## config.mk

```make
export PLATFORM = sky130hd
export DESIGN_NAME = combo_alu_encoder_flat
export DESIGN_NICKNAME = d
export VERILOG_FILES = /design/src/rtl/combo_alu_encoder_if.sv /design/src/rtl/combo_alu_encoder.sv /design/src/flat_wrapper.sv
export SDC_FILE = /design/constraint.sdc
export NUM_CORES = 1
export LEC_CHECK = 0
export CELL_PAD_IN_SITES_DETAIL_PLACEMENT = 1
export CELL_PAD_IN_SITES_GLOBAL_PLACEMENT = 1
export CORE_MARGIN = 2
export CORE_UTILIZATION = 25
export CTS_BUF_LIST = sky130_fd_sc_hd__clkbuf_4 sky130_fd_sc_hd__clkbuf_8 sky130_fd_sc_hd__clkbuf_16
export CTS_CLUSTER_DIAMETER = 40
export CTS_CLUSTER_SIZE = 20
export DETAILED_ROUTE_END_ITERATION = 12
export GPL_TIMING_DRIVEN = 0
export MAX_ROUTING_LAYER = met4
export PLACE_DENSITY_LB_ADDON = 0.12
export SLEW_MARGIN = 5
export SYNTH_ARGS = -nofsm -noshare
export SYNTH_HDL_FRONTEND = slang
export SYNTH_SLANG_ARGS = --single-unit
```

## constraint.sdc

```tcl
create_clock -name CLK -period 1.94 [get_ports CLK]
set_input_delay 0.388 -clock CLK [delete_from_list [all_inputs] [get_ports CLK]]
set_output_delay 0.388 -clock CLK [all_outputs]
set_load 0.01 [all_outputs]
```

## src/rtl/combo_alu_encoder_if.sv

```systemverilog
// Bus bundle for the combination encoder: start request, three operand
// digits in, three encoded digits out. Clock and reset stay plain ports.
interface combo_alu_encoder_if;
    logic       LOAD;
    logic [4:0] A;
    logic [4:0] B;
    logic [4:0] C;
    logic [4:0] out0;
    logic [4:0] out1;
    logic [4:0] out2;

    modport master (
        output LOAD, A, B, C,
        input  out0, out1, out2
    );

    modport slave (
        input  LOAD, A, B, C,
        output out0, out1, out2
    );
endinterface

```

## src/rtl/combo_alu_encoder.sv

```systemverilog
// Combination digit encoder. A rising LOAD while idle captures A/B/C, then
// three encode states each produce one term; all three outputs are
// published together on the edge leaving DONE, five edges after the start.
//
//  state  | meaning
//  -------+-----------------------------------------------------------
//  IDLE   | waiting for a LOAD rising edge; outputs hold last result
//  CAP    | operands captured into ra/rb/rc on the entering edge
//  E0     | t0 = ra + rb (mod 32) registered on the leaving edge
//  E1     | t1 = rotl1(rb ^ rc) registered on the leaving edge
//  E2     | t2 = rc - ra (mod 32) registered on the leaving edge
//  DONE   | out0/out1/out2 load t0/t1/t2 together on the leaving edge
module combo_alu_encoder (
    input  logic                 CLK,
    input  logic                 RST,
    combo_alu_encoder_if.slave   bus
);

    typedef enum logic [2:0] {
        S_IDLE = 3'd0,
        S_CAP  = 3'd1,
        S_E0   = 3'd2,
        S_E1   = 3'd3,
        S_E2   = 3'd4,
        S_DONE = 3'd5
    } state_t;

    state_t     r_state;
    state_t     w_state_nxt;

    logic       r_load_q;
    logic [4:0] r_ra;
    logic [4:0] r_rb;
    logic [4:0] r_rc;
    logic [4:0] r_t0;
    logic [4:0] r_t1;
    logic [4:0] r_t2;
    logic [4:0] r_out0;
    logic [4:0] r_out1;
    logic [4:0] r_out2;

    logic       w_start;
    logic [4:0] w_bxc;

    // Start only on a fresh LOAD edge while idle; busy-time edges are dropped,
    // and an edge landing on the DONE->IDLE transition is already seen by
    // load_q in IDLE, so it cannot start anything.
    assign w_start = bus.LOAD & ~r_load_q & (r_state == S_IDLE);
    assign w_bxc   = r_rb ^ r_rc;

    assign bus.out0 = r_out0;
    assign bus.out1 = r_out1;
    assign bus.out2 = r_out2;

    // LOAD history for edge detection
    always_ff @(posedge CLK or posedge RST) begin
        if (RST) begin
            r_load_q <= 1'b0;
        end else begin
            r_load_q <= bus.LOAD;
        end
    end

    // FSM state register
    always_ff @(posedge CLK or posedge RST) begin
        if (RST) begin
            r_state <= S_IDLE;
        end else begin
            r_state <= w_state_nxt;
        end
    end

    // FSM next-state: fixed one-cycle walk through the encode sequence
    always_comb begin
        w_state_nxt = r_state;
        unique case (r_state)
            S_IDLE:  if (w_start) w_state_nxt = S_CAP;
            S_CAP:   w_state_nxt = S_E0;
            S_E0:    w_state_nxt = S_E1;
            S_E1:    w_state_nxt = S_E2;
            S_E2:    w_state_nxt = S_DONE;
            S_DONE:  w_state_nxt = S_IDLE;
            default: w_state_nxt = S_IDLE;
        endcase
    end

    // Operand capture; inputs are sampled only on the start edge
    always_ff @(posedge CLK or posedge RST) begin
        if (RST) begin
            r_ra <= 5'd0;
            r_rb <= 5'd0;
            r_rc <= 5'd0;
        end else if (w_start) begin
            r_ra <= bus.A;
            r_rb <= bus.B;
            r_rc <= bus.C;
        end
    end

    // Encode terms, one per state; 5-bit wrap discards carry and borrow
    always_ff @(posedge CLK or posedge RST) begin
        if (RST) begin
            r_t0 <= 5'd0;
            r_t1 <= 5'd0;
            r_t2 <= 5'd0;
        end else begin
            if (r_state == S_E0) r_t0 <= r_ra + r_rb;
            if (r_state == S_E1) r_t1 <= {w_bxc[3:0], w_bxc[4]};
            if (r_state == S_E2) r_t2 <= r_rc - r_ra;
        end
    end

    // Publish all three terms at once so no partial result is ever visible
    always_ff @(posedge CLK or posedge RST) begin
        if (RST) begin
            r_out0 <= 5'd0;
            r_out1 <= 5'd0;
            r_out2 <= 5'd0;
        end else if (r_state == S_DONE) begin
            r_out0 <= r_t0;
            r_out1 <= r_t1;
            r_out2 <= r_t2;
        end
    end

endmodule

```

## src/flat_wrapper.sv

```systemverilog
// flat-port wrapper written by rule: the top's interface ports become plain ports
module combo_alu_encoder_flat 
  (CLK, RST, bus_LOAD, bus_A, bus_B, bus_C, bus_out0, bus_out1, bus_out2);
  combo_alu_encoder_if bus_i ();
  input  logic CLK;
  input  logic RST;
  input wire logic [$bits(bus_i.LOAD)-1:0] bus_LOAD;
  input wire logic [$bits(bus_i.A)-1:0] bus_A;
  input wire logic [$bits(bus_i.B)-1:0] bus_B;
  input wire logic [$bits(bus_i.C)-1:0] bus_C;
  output wire logic [$bits(bus_i.out0)-1:0] bus_out0;
  output wire logic [$bits(bus_i.out1)-1:0] bus_out1;
  output wire logic [$bits(bus_i.out2)-1:0] bus_out2;
  assign bus_i.LOAD = bus_LOAD;
  assign bus_i.A = bus_A;
  assign bus_i.B = bus_B;
  assign bus_i.C = bus_C;
  assign bus_out0 = bus_i.out0;
  assign bus_out1 = bus_i.out1;
  assign bus_out2 = bus_i.out2;
  combo_alu_encoder u_core (.CLK(CLK), .RST(RST), .bus(bus_i));
endmodule
```

# == After elaboration in Yosys (flattened, before gate mapping) ==
# Cells that the tools add are included.
# classes
bitwise_logic,4
eq_ne,6
muxes,2
n_reduce_logical,1
addsub,2
# op_table
op,count
case mux 3 bit (5 select lines),1
"equality test 3 x 2 -> 1 bit, second input constant",2
"equality test 3 bit, second input constant",2
adder 5 bit,1
subtractor 5 bit,1
XOR 5 bit,1
"equality test 3 x 1 -> 1 bit, second input constant",1
zero test 3 bit,1
two-way mux 3 bit,1
bitwise AND 1 bit,2
"!= test 2 x 1 -> 1 bit, second input constant",1
NOT 1 bit,1
# totals
in_bits,18
reg_bits,49
elab_cells,26
out_inout_bits,15

# == Logic depth before layout (Yosys ltp) ==
# Gate-level depths: netlist of run 1.
# depth
word_depth,5
mapped_depth,8
mapped_depth_nobuf,8

# == Least setup slack after synthesis of run 1 ==
# Ideal clock, no wire load.
# synth_path
path_kind,register to register
start,reg u_core.r_rc[0]
end,reg u_core.r_t2[4]
setup_time_ps,126
required_time_ps,1814
path_slack_ps,302
synth_period_minus_slack_ps,1638
arrival_ps,1512
stages_incl_launch_ff,9
n_path_buf,0
cell_sequence,dfrtp_1 inv_1 ha_1 inv_1 fa_1 a21o_1 a21oi_1 xnor2_1 o21ai_0
# synth_via
elab_chain_len,1
# synth_lines
element,line,source
start: declaration,combo_alu_encoder.sv:34,logic [4:0] r_rc;
start signal: assignment,combo_alu_encoder.sv:96,r_rc <= bus.C;
subtractor 5 bit,combo_alu_encoder.sv:109,if (r_state == S_E2) r_t2 <= r_rc - r_ra;
end signal: assignment,combo_alu_encoder.sv:109,
end: declaration,combo_alu_encoder.sv:37,logic [4:0] r_t2;
# No other way between the ends.
# A chain may end at the register's enable or synchronous reset.

# == Worst setup path in the final report of run 1 ==
# layout_path
start,in bus_LOAD
end,reg u_core.r_rb[4]
# layout_via
elab_chain_len,2
# layout_lines
element,line,source
start: declaration,flat_wrapper.sv:7,input wire logic [$bits(bus_i.LOAD)-1:0] bus_LOAD;
bitwise AND 1 bit (2 in series),combo_alu_encoder.sv:48,assign w_start = bus.LOAD & ~r_load_q & (r_state == S_IDLE);
end signal: assignment,combo_alu_encoder.sv:95,r_rb <= bus.B;
end: declaration,combo_alu_encoder.sv:33,logic [4:0] r_rb;
# No other way between the ends.

==> results of run 1 <==
[worst max path at each step]
stage                                       to  slack (ps)  depth (start not counted)
global route        u_core.r_t0[4]$_DFFE_PP0N_           9                          7
global placement    u_core.r_ra[4]$_DFFE_PP0P_        -580                          2
CTS                 u_core.r_t0[4]$_DFFE_PP0N_          80                          7
finish              u_core.r_rb[4]$_DFFE_PP0P_         120                          5
floorplan           u_core.r_t2[4]$_DFFE_PP0N_         300                          8
detailed placement  u_core.r_rb[4]$_DFFE_PP0P_        -220                          5
[state kept, by name, summed over array words and instances, names as in the netlist]
| register | count |
|---|---|
| u_core.r_rc | 5 |
| u_core.r_t2 | 5 |
| u_core.bus.out1 | 5 |
| u_core.r_ra | 5 |
| u_core.r_rb | 5 |
| u_core.r_t1 | 5 |
| u_core.bus.out2 | 5 |
| u_core.r_load_q | 1 |
| u_core.r_t0 | 5 |
| u_core.r_state | 3 |
| u_core.bus.out0 | 5 |
[what timing repair did]
item                                    in CTS  in global routing
gates resized for setup                      0                  3
endpoints found under the hold margin        0                  0
buffers inserted                             0                  1
endpoints found under the setup margin       0                  2
[cells in the mapped netlist, drive strengths merged, types with 2 or more instances]
cell type / count / share of area (%)
dfrtp: 49 / 56
a21o: 2 / 0.68
fa: 2 / 1.8
buf: 7 / 2.4
xor2: 2 / 0.80
a21oi: 6 / 1.4
nand2: 16 / 2.7
mux2: 29 / 15
xnor2: 12 / 4.8
inv: 8 / 1.4
ha: 8 / 4.6
o21ai: 14 / 3.2
nand3b: 3 / 1.6
nor2: 5 / 0.85
[per-layer routing]
| layer | track usage, % | vias up | share of wire (%) |
|---|---|---|---|
| li1 | - | 657 | - |
| met1 | 13.19 | 671 | 46 |
| met2 | 17.08 | 20 | 50 |
| met3 | 2.446 | 5 | 3.0 |
| met4 | 3.205 | 0 | 0.38 |
| met5 | - | - | 0 |
[kinds of logic (layout without fill, tap and decap cells)]
| kind of cell | after synthesis | in the layout |
|---|---|---|
| DFF | 49 | 49 |
| muxes | 29 | 29 |
| AOI/OAI and AO/OA | 23 | 23 |
| and+or+nand+nor | 30 | 30 |
| xor gates and xnor gates | 14 | 14 |
| adders and majority gates | 10 | 10 |
| buffers and inverters | 16 | 58 |
[layout make-up]
cell class	instances	area, um2
buffer	8	56.30
clock buffer	7	96.34
clock inverter	1	5.005
fill	956	5848
inverter	8	30.03
multi-input combinational	106	890.9
sequential	49	1226
tap	108	135.1
timing repair buffer	34	347.8
[metrics by stage]
stage | instance area [um2] | utilization [%] | worst slack (ps) | total power [W]
global route | 2788 | 32.28 | 8.702 | 0.005089
finish | 2788 | 32.28 | 124.7 | 0.004628
CTS | 2773 | 32.11 | 82.77 | 0.004699
detailed placement | 2671 | 30.93 | -218.0 | 0.004009
floorplan | 2196 | - | 301.5 | 0.003236
global placement | 2651 | 30.70 | -582.2 | 0.003944
[report_power, final]
group	switching [W]	internal [W]	total (W)
registers	0.000301	0.00150	0.00180
logic	0.000977	0.00120	0.00218
clock network	0.000330	0.000323	0.000653
total	0.00161	0.00302	0.00463
==> summary.txt, run 1 <==
Outcome: complete, no violations
Final period utilization: 93.57%
CP Launch Type: input port
FP Rows: 34
Sequential fraction of the synthesis area: 55.84%
RSZ-0062 raised after global routing: no
Initial antenna violation count: 0
Total CTS buffers: 5
Crit end category: register
Multiplexer area fraction after synthesis: 15.04%
Final Hold Viols: 0
Avg WL per Cell: 13.80 um
Crit-path max FO: 10
LEAKAGE: 1.231 nW
Max transition margin: 68.15%
Fin Clk Skew: 3.546 ps
Largest family of logic cells by synthesized area: multiplexers
Reg2Reg Setup Slack: 150 ps
DR vias: 1353
Delay-heaviest family, CP: buffers and inverters
Hold-fix buffers, CTS: 0
Final net count: 240
Sum Neg Setup Slack: 0 ps
Drt first pass iters: 4
Count of final setup violators: 0
Synth Area in Compound Gates: 5.584%
Min Hold Slack: 420.5 ps
FF-to-FF End: u_core.r_t0[4]$_DFFE_PP0N_
Yosys cell types: 26
P per Cell Area: 1660 nW/um2
CP required: 2120 ps
Most common cell after layout, fill and taps aside: dfrtp_1
Mean Syn Cell Area: 12.84 um2
Drt via density: 4.215
Die Width: 97.72 um
Worst VDD drop: 493.8 uV
Clk slew on worst S/H paths: 90 ps
Most frequent cells in the layout: 49 x dfrtp_1, 32 x clkdlybuf4s50_1, 28 x mux2_2
First-pass GRT wire length: 7707 um
Final Max Slew Viols: 0
Crit Path Class: in -> reg
Largest net degree at the start of global routing: 32
Cell count after synthesis: 171
Antenna Nets Post-Route: 0
Post-Layout Cell Count: 321
Synth Area in Simple Gates: 7.635%
Top_reg_cell synth: dfrtp_1
IO Port Bufs: 32
CP max stage delay: 470 ps
Minimum clock period after layout: 1815 ps
Die Y-Extent: 97.72 um
Worst slew pin tran: 475.7 ps
Sink Count: 49
Reg-to-reg critical path startpoint: u_core.r_ra[0]$_DFFE_PP0P_
Vias in the first global route: 1502
Crit path arrival time: 2000 ps
DRC Markers: 0
HPWL after DPL: 3454 um
Routability Congestion: 0.7462
Area Growth Syn to Fin: 26.95%
Post-Synth XOR/XNOR Area: 5.584%
Depth of the most critical reg-to-reg path: 7
Worst skew pair latency: 290 ps
H-tree Lvls: 2
Clock root buffer master: clkbuf_8
Ys Warns: 0
Syn Nets: 199
Slowest cell on the critical path: clkdlybuf4s50_1
Post-synth EDFFs: 0
Critical path origin: bus_LOAD
Starting Density: 25.43%
CP Cell Sequence: clkdlybuf4s50_1, nor2b_1, nor4b_2, buf_4, mux2_2
Total wire length: 4430 um
IO Pins: 33
Clk buf depth: 2
Synth Area in Adders: 6.382%
Ys async rst share: 100.0%
Total global routing overflow: 0
Crit path buf inv count: 2
Max-cap violations: 0
Drt initial violations: 24
Core footprint: 8636 um2
Layout cells sized above 1: 24.41%
Die ar.: 9549 um2
Fmax: 550.9 MHz
Seq cells post-synth: 49
CTS tree: built
Placed insts: 312
GRT Total Usage: 10.55%
Mapped cell area: 2196 um2
Number of diodes: 0
Hold WC Path Type: in -> async
Power figures use the tool's default switching activity.
==> run 2: changes to the inputs <==
--- a/config.mk
+++ b/config.mk
@@ -5,7 +5,7 @@
 export SDC_FILE = /design/constraint.sdc
 export NUM_CORES = 1
 export LEC_CHECK = 0
-export CELL_PAD_IN_SITES_DETAIL_PLACEMENT = 1
+export CELL_PAD_IN_SITES_DETAIL_PLACEMENT = 0
 export CELL_PAD_IN_SITES_GLOBAL_PLACEMENT = 1
 export CORE_MARGIN = 2
 export CORE_UTILIZATION = 25
==> summary.txt, run 2 (synthesis results as in run 1) <==
Outcome: complete, no violations (unchanged)
Fmax: 560.2 MHz (was 550.9 MHz)
Crit end category: register (unchanged)
Register area: 1226 um2 (unchanged)
Post CTS Setup Buffer Count: 0 (unchanged)
Drt via density: 4.153 (was 4.215)
CP Launch Type: register (was input port)
Die ar.: 9549 um2 (unchanged)
CTS tree: built (unchanged)
Minimum clock period after layout: 1785 ps (was 1815 ps)
Min Hold Slack: 413.6 ps (was 420.5 ps)
Multi-input logic area: 898.4 um2 (was 890.9 um2)
Sum Neg Setup Slack: 0 ps (unchanged)
Crit path arrival time: 1950 ps (was 2000 ps)
HPWL after DPL: 3295 um (was 3454 um)
Critical path origin: u_core.r_rb[0]$_DFFE_PP0P_ (was bus_LOAD)
Final Hold Viols: 0 (unchanged)
RSZ-0062 raised after global routing: no (unchanged)
Hold-fix buffers, CTS: 0 (unchanged)
Max-cap violations: 0 (unchanged)
Crit-path max FO: 3 (was 10)
Clk slew on worst S/H paths: 90 ps (about the same)
Drt initial violations: 43 (was 24)
Vias in the first global route: 1491 (was 1502)
DRC Markers: 0 (unchanged)
Worst skew pair latency: 300 ps (was 290 ps)
Worst VDD drop: 439.2 uV (was 493.8 uV)
Reg-to-reg critical path startpoint: u_core.r_rb[0]$_DFFE_PP0P_ (was u_core.r_ra[0]$_DFFE_PP0P_)
Core footprint: 8636 um2 (unchanged)
Most common cell after layout, fill and taps aside: dfrtp_1 (unchanged)
Die Width: 97.72 um (unchanged)
Fin Clk Skew: 7.296 ps (was 3.546 ps)
DR vias: 1329 (was 1353)
Total wire length: 4289 um (was 4430 um)
Hold WC Path Type: in -> async (unchanged)
Drt first pass iters: 3 (was 4)
Area Growth Syn to Fin: 26.27% (was 26.95%)
P per Cell Area: 1639 nW/um2 (was 1660 nW/um2)
GRT Total Usage: 10.25% (was 10.55%)
Total global routing overflow: 0 (unchanged)
Crit Path Class: reg -> reg (was in -> reg)
Number of diodes: 0 (unchanged)
Clk buf depth: 2 (unchanged)
IO Port Bufs: 32 (unchanged)
Routability Congestion: 0.7462 (unchanged)
Worst slew pin tran: 473.6 ps (was 475.7 ps)
Largest net degree at the start of global routing: 32 (unchanged)
First-pass GRT wire length: 7514 um (was 7707 um)
FP Rows: 34 (unchanged)
Count of final setup violators: 0 (unchanged)
CP required: 2100 ps (was 2120 ps)
CTS resizes: 0 (unchanged)
Avg WL per Cell: 13.40 um (was 13.80 um)
Clock root buffer master: clkbuf_8 (unchanged)
Total CTS buffers: 5 (unchanged)
LEAKAGE: 1.221 nW (was 1.231 nW)
Antenna Nets Post-Route: 0 (unchanged)
Die Y-Extent: 97.72 um (unchanged)
Final Max Slew Viols: 0 (unchanged)
Most frequent cells in the layout: 49 x dfrtp_1, 32 x clkdlybuf4s50_1, 28 x mux2_2 (unchanged)
Sink Count: 49 (unchanged)
Final period utilization: 92.02% (was 93.57%)
H-tree Lvls: 2 (unchanged)
Max transition margin: 68.29% (was 68.15%)
Fillcell total: 867 (was 956)
Final core occ: 32.11% (was 32.28%)
IO Pins: 33 (unchanged)
Initial antenna violation count: 0 (unchanged)
Final net count: 239 (was 240)
Starting Density: 25.43% (unchanged)
Layout cells sized above 1: 24.06% (was 24.41%)
## run 2: final cells by class
class                      instances  area share, %
timing repair buffer              33          12.27
buffer                             8          2.031
inverter                           8          1.083
clock buffer                       6          2.753
tap                              108          4.874
sequential                        49          44.22
multi-input combinational        106          32.40
clock inverter                     2         0.3610
## run 2: final timing paths
check                                                 end  slack, ps  depth (start not counted)
max                            u_core.r_t0[4]$_DFFE_PP0N_        150                          7
min                        u_core.bus.out1[1]$_DFFE_PP0N_        410                          2
max reg2reg                    u_core.r_t0[4]$_DFFE_PP0N_        150                          7
min reg2reg                    u_core.r_t1[3]$_DFFE_PP0N_        480                          2
max in group asynchronous      u_core.r_t0[2]$_DFFE_PP0N_       1010                          3
min in group CLK               u_core.r_t1[3]$_DFFE_PP0N_        480                          2
## run 2: critical path, cell delays in order (launching register included)
cell      delay (ps)
dfrtp_1          410
ha_2             200
inv_1             60
fa_1             440
nand2b_1         170
a21oi_2          150
xnor2_1          140
a21oi_1           80
## run 2: routing by layer
metal | vias to the layer above | wire (um) | track usage (%)
met1 | 652 | 2016 | 13.14
met4 | 0 | 63 | 3.205
li1 | 652 | - | -
met5 | - | 0 | -
met3 | 5 | 131 | 2.302
met2 | 20 | 2078 | 16.23
## run 2: through the flow
stage	cell area (um2)	cells	worst slack (ps)	total power [W]
finish	2773	320	154.8	0.004543
global route	2773	320	2.155	0.004984
CTS	2758	320	82.95	0.004626
detailed placement	2671	312	-205.7	0.003986
global placement	2651	311	-582.2	0.003944
floorplan	2196	171	301.5	0.003236
## run 2: power by group
group / switching (W) / internal (W)
sequential: 0.000297 / 0.00150
clock: 0.000337 / 0.000265
combinational: 0.000961 / 0.00119
total: 0.00159 / 0.00295
==> run 3: changes to the inputs <==
==> constraint.sdc (replaced) <==
create_clock -name CLK -period 2.3 [get_ports CLK]
set_input_delay 0.46 -clock CLK [delete_from_list [all_inputs] [get_ports CLK]]
set_output_delay 0.46 -clock CLK [all_outputs]
set_load 0.01 [all_outputs]
==> summary.txt, run 3 (synthesis results as in run 1) <==
Outcome: complete, no violations (unchanged)
IO Pins: 33 (unchanged)
Most frequent cells in the layout: 49 x dfrtp_1, 32 x clkdlybuf4s50_1, 28 x mux2_2 (unchanged)
PnR worst setup slack: 409.9 ps (was 154.8 ps)
Number of diodes: 0 (unchanged)
GRT Total Usage: 10.25% (unchanged)
Placed insts: 312 (unchanged)
Count of final setup violators: 0 (unchanged)
Post CTS Setup Buffer Count: 0 (unchanged)
Avg WL per Cell: 13.41 um (was 13.40 um)
Worst VDD drop: 370.5 uV (was 439.2 uV)
Sum Neg Setup Slack: 0 ps (unchanged)
Final net count: 239 (unchanged)
Crit-path max FO: 10 (was 3)
CTS tree: built (unchanged)
P per Cell Area: 1380 nW/um2 (was 1639 nW/um2)
CTS resizes: 0 (unchanged)
Max-cap violations: 0 (unchanged)
Hold-fix buffers, CTS: 0 (unchanged)
Clock root buffer master: clkbuf_8 (unchanged)
Crit end category: register (unchanged)
Final Max Slew Viols: 0 (unchanged)
HPWL after DPL: 3295 um (unchanged)
Max transition margin: 68.30% (was 68.29%)
LEAKAGE: 1.220 nW (was 1.221 nW)
Pre-CTS setup slack: 82.30 ps (was -205.7 ps)
CP Cell Sequence: clkdlybuf4s50_1, nor2b_1, nor4b_2, buf_4, mux2_2 (was ha_2, inv_1, fa_1, nand2b_1, a21oi_2, xnor2_1, a21oi_1)
Crit Path Class: in -> reg (was reg -> reg)
Die ar.: 9549 um2 (unchanged)
Worst slew pin tran: 473.4 ps (was 473.6 ps)
Area Growth Syn to Fin: 25.58% (was 26.27%)
Sink Count: 49 (unchanged)
Total wire length: 4291 um (was 4289 um)
DRC Markers: 0 (unchanged)
Largest net degree at the start of global routing: 32 (unchanged)
Fillcell total: 868 (was 867)
Final Hold Viols: 0 (unchanged)
Final period utilization: 82.18%
CP Launch Type: input port (was register)
Drt initial violations: 43 (unchanged)
Fmax: 529.1 MHz
Post-Layout Cell Count: 320 (unchanged)
Drt first pass iters: 3 (unchanged)
Hold WC Path Type: reg -> reg (was in -> async)
Crit path arrival time: 2080 ps (was 1950 ps)
Core footprint: 8636 um2 (unchanged)
Slowest cell on the critical path: clkdlybuf4s50_1 (was fa_1)
Worst skew pair latency: 300 ps (about the same)
Layout cells sized above 1: 23.11% (was 24.06%)
Antenna Nets Post-Route: 0 (unchanged)
Minimum clock period after layout: 1890 ps
RSZ-0062 raised after global routing: no (unchanged)
Drt via density: 4.169 (was 4.153)
Starting Density: 25.43% (unchanged)
Initial antenna violation count: 0 (unchanged)
CP max stage delay: 470 ps (was 440 ps)
Routability Congestion: 0.7462 (unchanged)
H-tree Lvls: 2 (unchanged)
Die Y-Extent: 97.72 um (unchanged)
CP required: 2490 ps (was 2100 ps)
Power, Total: 0.003804 W (was 0.004543 W)
Clk buf depth: 2 (unchanged)
Final core occ: 31.93% (was 32.11%)
Total global routing overflow: 0 (unchanged)
Fin Clk Skew: 7.510 ps (was 7.296 ps)
First-pass GRT wire length: 7514 um (unchanged)
IO Port Bufs: 32 (unchanged)
Total CTS buffers: 5 (unchanged)
DR vias: 1334 (was 1329)
Most common cell after layout, fill and taps aside: dfrtp_1 (unchanged)
Die Width: 97.72 um (unchanged)
Vias in the first global route: 1491 (unchanged)
FP Rows: 34 (unchanged)
Clk slew on worst S/H paths: 90 ps (about the same)
-- run 3: final cells by class --
| type | count | area (um2) | area share, % |
|---|---|---|---|
| buffer | 8 | 56.30 | 2.042 |
| clock buffer | 6 | 76.32 | 2.768 |
| clock inverter | 2 | 10.01 | 0.3630 |
| inverter | 8 | 30.03 | 1.089 |
| multi-input combinational | 106 | 883.3 | 32.03 |
| sequential | 49 | 1226 | 44.46 |
| tap | 108 | 135.1 | 4.900 |
| timing repair buffer | 33 | 340.3 | 12.34 |
-- run 3: final timing paths --
check                                                  to                       start  depth (start not counted)  slack (ps)
hold reg to reg                u_core.r_t1[3]$_DFFE_PP0N_  u_core.r_t1[3]$_DFFE_PP0N_                          2         480
min in group asynchronous  u_core.bus.out1[1]$_DFFE_PP0N_                         RST                          2         490
setup / recovery               u_core.r_rb[4]$_DFFE_PP0P_                    bus_LOAD                          5         410
hold / removal                 u_core.r_t1[3]$_DFFE_PP0N_  u_core.r_t1[3]$_DFFE_PP0N_                          2         480
setup reg to reg               u_core.r_t0[4]$_DFFE_PP0N_  u_core.r_rb[0]$_DFFE_PP0P_                          7         480
max in group asynchronous      u_core.r_t0[2]$_DFFE_PP0N_                         RST                          3        1300
-- run 3: power by group --
group | switching (W) | internal, W
sequential | 0.000251 | 0.00126
combinational | 0.000792 | 0.000990
clock | 0.000285 | 0.000223
-- run 3: per-stage QoR --
stage                     cell area (um2)  hold slack, ps
after CTS                            2758           495.2
after global routing                 2758           524.6
after detailed placement             2671           472.8
final                                2758           483.3
after floorplan                      2196           445.1
after global placement               2651           463.7
-- run 3: worst max-delay path: cells and delay by family --
kind	cells	cell delay [ps]
buffers and inverters	2	740
multiplexers	1	350
AND/OR/NAND/NOR	2	520
-- run 3: metal layers --
layer / global-route usage, % / wire length [um] / share of wire (%)
met1: 13.14 / 2018 / 47
met2: 16.23 / 2076 / 48
met3: 2.302 / 132 / 3.1
met4: 3.205 / 63 / 1.5
met5: - / 0 / 0
